$ cat src/rtl/Isa.sv
// Shared ISA definitions: register width, multiplier packet layout and the
// SPI master state encoding used by the processor-side multiplier link.
package Isa;

  localparam int REGISTER_SIZE = 8;

  // Serial packet sent to the multiplier: op_1 goes out first (low half).
  typedef struct packed {
    logic [REGISTER_SIZE-1:0] op_2;
    logic [REGISTER_SIZE-1:0] op_1;
  } MulPacket;

  typedef enum logic [2:0] {
    IDLE,
    START,
    TX,
    AWAIT,
    RX,
    DONE
  } mul_master_state_t;

endpackage

$ cat src/rtl/bit_serializer.sv
// Parallel-load, LSB-first shift register with a bit counter and a last-bit
// flag. Shifts right, new bits enter at the MSB, outgoing bit is data[0].
module bit_serializer #(
  parameter int WIDTH = 8
) (
  input  logic             i_clock,
  input  logic             i_reset,
  input  logic             i_load,
  input  logic [WIDTH-1:0] i_load_data,
  input  logic             i_shift,
  input  logic             i_serial_in,
  output logic [WIDTH-1:0] o_data,
  output logic             o_last
);

  localparam int CntWidth = (WIDTH > 1) ? $clog2(WIDTH) : 1;

  logic [WIDTH-1:0]    data_q;
  logic [CntWidth-1:0] cnt_q;

  // Only the counter is reset; the data is always loaded before use.
  always_ff @(posedge i_clock) begin
    if (i_reset) begin
      cnt_q <= '0;
    end else if (i_load) begin
      cnt_q <= '0;
    end else if (i_shift) begin
      cnt_q <= cnt_q + CntWidth'(1);
    end
  end

  always_ff @(posedge i_clock) begin
    if (i_load) begin
      data_q <= i_load_data;
    end else if (i_shift) begin
      data_q <= {i_serial_in, data_q[WIDTH-1:1]};
    end
  end

  assign o_data = data_q;
  assign o_last = (cnt_q == CntWidth'(WIDTH - 1));

endmodule

$ cat src/rtl/mul_spi_master.sv
// SPI master for the serial multiplier: frames a start bit plus MulPacket on
// MOSI, waits for the slave ready marker, deserialises the product from MISO.
// Optional AWAIT timeout: define MUL_MASTER_TIMEOUT_EN.
module mul_spi_master
  import Isa::*;
#(
  parameter int SlaveCount    = 1,
  parameter int TimeoutCycles = 64,
  localparam int SelWidth     = (SlaveCount > 1) ? $clog2(SlaveCount) : 1
) (
  input  logic                     i_clock,
  input  logic                     i_reset,
  input  logic                     i_valid,
  output logic                     o_ready,
  input  logic [REGISTER_SIZE-1:0] i_op_1,
  input  logic [REGISTER_SIZE-1:0] i_op_2,
  input  logic [SelWidth-1:0]      i_slave_sel,
  output logic [REGISTER_SIZE-1:0] o_result,
  output logic                     o_result_valid,
  output logic                     o_error,
  output logic [SlaveCount-1:0]    o_nss,
  output logic                     o_mosi,
  input  logic                     i_miso
);

  localparam int W  = REGISTER_SIZE;
  localparam int PW = 2 * REGISTER_SIZE;

  mul_master_state_t state_q, state_d;

  MulPacket              packet;
  logic [SelWidth-1:0]   sel_q;
  logic                  sel_ok;
  logic                  accept;
  logic [SlaveCount-1:0] nss_sel;

  logic [PW-1:0]         tx_word;
  logic [PW-2:0]         tx_upper_unused;
  logic                  tx_last;
  logic [W-1:0]          rx_word;
  logic                  rx_lsb_unused;
  logic                  rx_last;
  logic                  rx_start;

  logic [W-1:0]          result_q;
  logic                  timeout;

  assign accept      = (state_q == IDLE) && i_valid;
  assign packet.op_1 = i_op_1;
  assign packet.op_2 = i_op_2;
  assign sel_ok      = int'(sel_q) < SlaveCount;
  // An out-of-range index shifts the one-hot bit away, leaving all NSS high.
  assign nss_sel     = ~(SlaveCount'(1) << sel_q);
  assign rx_start    = (state_q == AWAIT) && sel_ok && i_miso;

  always_ff @(posedge i_clock) begin
    if (accept) begin
      sel_q <= i_slave_sel;
    end
  end

  bit_serializer #(.WIDTH(PW)) u_tx (
    .i_clock     (i_clock),
    .i_reset     (i_reset),
    .i_load      (accept),
    .i_load_data (packet),
    .i_shift     (state_q == TX),
    .i_serial_in (1'b0),
    .o_data      (tx_word),
    .o_last      (tx_last)
  );

  bit_serializer #(.WIDTH(W)) u_rx (
    .i_clock     (i_clock),
    .i_reset     (i_reset),
    .i_load      (rx_start),
    .i_load_data ('0),
    .i_shift     (state_q == RX),
    .i_serial_in (i_miso),
    .o_data      (rx_word),
    .o_last      (rx_last)
  );

  assign tx_upper_unused = tx_word[PW-1:1];
  assign rx_lsb_unused   = rx_word[0];

`ifdef MUL_MASTER_TIMEOUT_EN
  localparam int WaitWidth = $clog2(TimeoutCycles + 1);

  logic [WaitWidth-1:0] wait_q;
  logic                 error_q;

  always_ff @(posedge i_clock) begin
    if (i_reset) begin
      wait_q <= '0;
    end else if (state_q == AWAIT) begin
      wait_q <= wait_q + WaitWidth'(1);
    end else begin
      wait_q <= '0;
    end
  end

  assign timeout = (state_q == AWAIT) && (wait_q == WaitWidth'(TimeoutCycles - 1));

  // Any AWAIT -> DONE exit is an abnormal end (bad select or starved slave).
  always_ff @(posedge i_clock) begin
    if (i_reset) begin
      error_q <= 1'b0;
    end else if ((state_q == AWAIT) && (state_d == DONE)) begin
      error_q <= 1'b1;
    end else if ((state_q == RX) && (state_d == DONE)) begin
      error_q <= 1'b0;
    end
  end

  assign o_error = error_q;
`else
  localparam int timeout_cycles_unused = TimeoutCycles;

  assign timeout = 1'b0;
  assign o_error = 1'b0;
`endif

  // The final MISO bit is folded in here so o_result is ready during DONE.
  always_ff @(posedge i_clock) begin
    if (i_reset) begin
      result_q <= '0;
    end else if ((state_q == RX) && rx_last) begin
      result_q <= {i_miso, rx_word[W-1:1]};
    end else if ((state_q == AWAIT) && !sel_ok) begin
      result_q <= '0;
    end
  end

  assign o_result = result_q;

  always_ff @(posedge i_clock) begin
    if (i_reset) begin
      state_q <= IDLE;
    end else begin
      state_q <= state_d;
    end
  end

  always_comb begin
    state_d = state_q;
    case (state_q)
      IDLE:    if (i_valid) state_d = START;
      START:   state_d = TX;
      TX:      if (tx_last) state_d = AWAIT;
      AWAIT: begin
        if (!sel_ok)      state_d = DONE;
        else if (i_miso)  state_d = RX;
        else if (timeout) state_d = DONE;
      end
      RX:      if (rx_last) state_d = DONE;
      DONE:    state_d = IDLE;
      default: state_d = IDLE;
    endcase
  end

  always_comb begin
    o_ready        = 1'b0;
    o_nss          = '1;
    o_mosi         = 1'b0;
    o_result_valid = 1'b0;
    case (state_q)
      IDLE:  o_ready = 1'b1;
      START: begin
        o_nss  = nss_sel;
        o_mosi = 1'b1;
      end
      TX: begin
        o_nss  = nss_sel;
        o_mosi = tx_word[0];
      end
      AWAIT, RX: o_nss = nss_sel;
      DONE:  o_result_valid = 1'b1;
      default: ;
    endcase
  end

endmodule

$ cat config.mk
export PLATFORM = sky130hd
export DESIGN_NAME = mul_spi_master
export DESIGN_NICKNAME = d
export VERILOG_FILES = /design/src/rtl/Isa.sv /design/src/rtl/bit_serializer.sv /design/src/rtl/mul_spi_master.sv
export SDC_FILE = /design/constraint.sdc
export NUM_CORES = 1
export LEC_CHECK = 0
export CORE_MARGIN = 1
export CORE_UTILIZATION = 37
export CTS_CLUSTER_DIAMETER = 80
export CTS_CLUSTER_SIZE = 16
export DETAILED_ROUTE_END_ITERATION = 10
export PLACE_DENSITY = 0.68
export SLEW_MARGIN = 5
export SYNTH_ARGS = -nofsm -noshare
export SYNTH_HDL_FRONTEND = slang
export SYNTH_HIERARCHICAL = 1
export SYNTH_SLANG_ARGS = --single-unit
$ cat constraint.sdc
create_clock -name i_clock -period 2.35 [get_ports i_clock]
set_input_delay 0.5875 -clock i_clock [delete_from_list [all_inputs] [get_ports i_clock]]
set_output_delay 0.5875 -clock i_clock [all_outputs]
set_load 0.01 [all_outputs]
==> results.md <==
* Finished Core Util at 0.510
* Initial Util at 0.394
* Finished Layout Cells at 250
* Iter 0 DRT Violations at 90
* Final Setup Violations at 0
* DIE WIDTH at 73.6 um
* Via count of the routed design at 1193
* Fin Hold WS at 478 ps
* Root Buffer: clkbuf_8
* Die ar. at 5420 sq um
* CTS Buffer Depth at 2
* Cell row count at 25
* I/O pin cnt at 34
* Pin count of the biggest net entering global routing at 18
* Critical path's top delay family: buffers and inverters
* CP Buf/Inv Count at 2
* Clock slew at reported path FFs at 80 ps
* Top routing layer used: met4
* Clock Latency Late Sink at 300 ps
* Layout cells sized above 1 at 0.180
* H-tree levels at 2
* Detailed-route DRC error count at 0
* Final min period at 2280 ps
* RSZ-0062 raised after global routing: no
* Gate Count Post-Synth at 135
* Diodes inserted at 0
* Maximum single-stage delay on the critical path at 570 ps
* CORE AREA at 4820 sq um
* R2R cell count at 5
* Leak at 0.930 nW
* Overall global routing resource usage at 0.142
* Hold endpoint: o_result[0]
* CTS tree: yes
* Worst setup EP type: primary output
* Worst reg2reg endpoint: u_tx/o_data[3]
* Post-CTS sizing at 2
* Ys Warns at 6
* Total Wirelength at 3.30 mm
* Max Freq at 440 MHz
* WL met1 at 1.56 mm
* Final setup TNS at 0 ps
* Hold path depth at 1
* CP max stage cell: clkdlybuf4s50_1
* Fillers at 426
* Area of the multi-input gates at 783 sq um
* Setup WS post-layout at 74.9 ps
* CTS Hold Bufs at 0
* DRT Pass-1 Iters at 4
* Hold Vio Cnt, Final at 0
* Clk sinks at 42
* Detailed-placement wirelength estimate at 2.39 mm
* PD cells at 651 nW/um^2
* Setup Buffers After CTS at 0
* Total Nets Final at 206
* DP Worst Slack at 257 ps
* CTS Buf Count at 5
* Final Cycle Share at 0.968
* Worst Path Arrival at 1690 ps
* GRT overflow at 0
* Initial antenna violation count at 0
* Placed cells at 242
* Routed Antenna Nets at 0
* First-pass GRT wire length at 5.65 mm
* Metal2 WL at 1.56 mm
* Vias in the first global route at 1248
* Layout Skew at 5.59 ps
* Cell area after synthesis at 1900 sq um
* Cells along the critical path: nor2_4 -> nand2_1 -> inv_2 -> o21bai_1 -> clkdlybuf4s50_1
* IO Port Bufs at 32
* Metal3 WL at 138 um
* Wire per inst at 13.2 um
* Reg-to-Reg Start: state_q[0]
* Setup CP Type: flip-flop to primary output
* Final GP Congestion at 0.757
* Via density at 4.77
* Die Y at 73.6 um
* Critical-path maximum fanout at 6
* Hold path startpoint: u_rx/o_data[1]
* Status: finished, final reports clean
* FF/Latch Area at 1080 sq um
* Avg Inst Size Synth at 14.1 sq um
* Syn-to-layout area delta at 29.5%
* Final Max Tran Viols at 0
* Startpoint types: flip-flop
* Min-delay worst type: flip-flop to flip-flop
* Maximum vdd drop at 0.000405 V
* Worst path required time at 1760 ps
* Flop-to-flop setup slack at 540 ps
* # Max-Cap Violations at 0
-- routing by layer --
layer  vias up  global-route usage
li1        587                   -
met1       566               0.178
met2        35               0.231
met3         5              0.0370
met4         0              0.0577
met5         -                   0
-- layout by cell type (no fill, tap or decap), types with 4 or more instances in the layout --
master,n
a22o_1,8
buf_4,7
clkbuf_8,5
clkdlybuf4s50_1,32
conb_1,9
dfxtp_1,17
edfxtp_1,24
mux2_1,17
mux2_2,4
mux2_4,5
nand2_1,4
nor2_1,4
nor3_1,5
-- worst max-delay path by stage --
stage,start,to,slack [ps],cells past startpoint
after CTS,state_q[0],o_nss,30,5
after global routing,state_q[0],o_nss,2,5
after detailed placement,i_miso,u_rx/o_data[1],260,4
after floorplan,state_q[2],u_tx/o_data[0],300,5
after global placement,i_miso,u_rx/o_data[7],250,4
final,state_q[0],o_nss,70,5
-- sequential cells by signal, summed over array words and instances, names as in the netlist --
signal and cells:
sel_q 1, u_tx/o_data 16, u_tx/cnt_q 4, u_rx/o_data 7
state_q 3, o_result 8, u_rx/cnt_q 3
-- through the flow --
step	power, mW	instance area (sq um)
2_1_floorplan	0.993	1930
3_3_place_gp	1.07	2340
3_5_place_dp	1.08	2340
4_1_cts	1.62	2460
5_1_grt	1.68	2460
6_report	1.60	2460
-- layout make-up --
class                   instances  area share
clock buffers                   6      0.0382
clock inverters                 2     0.00611
inverters                       2     0.00305
multi-input cells              91       0.319
flip-flops and latches         42       0.440
well taps                      67      0.0341
repair buffers                 40       0.160
-- where the power goes --
part           switching, mW  internal, mW  leakage [nW]
sequential            0.0191         0.845         0.373
combinational         0.0914         0.112         0.508
clock                  0.260         0.273        0.0486
Note: power is estimated with default switching activity, not from simulation.
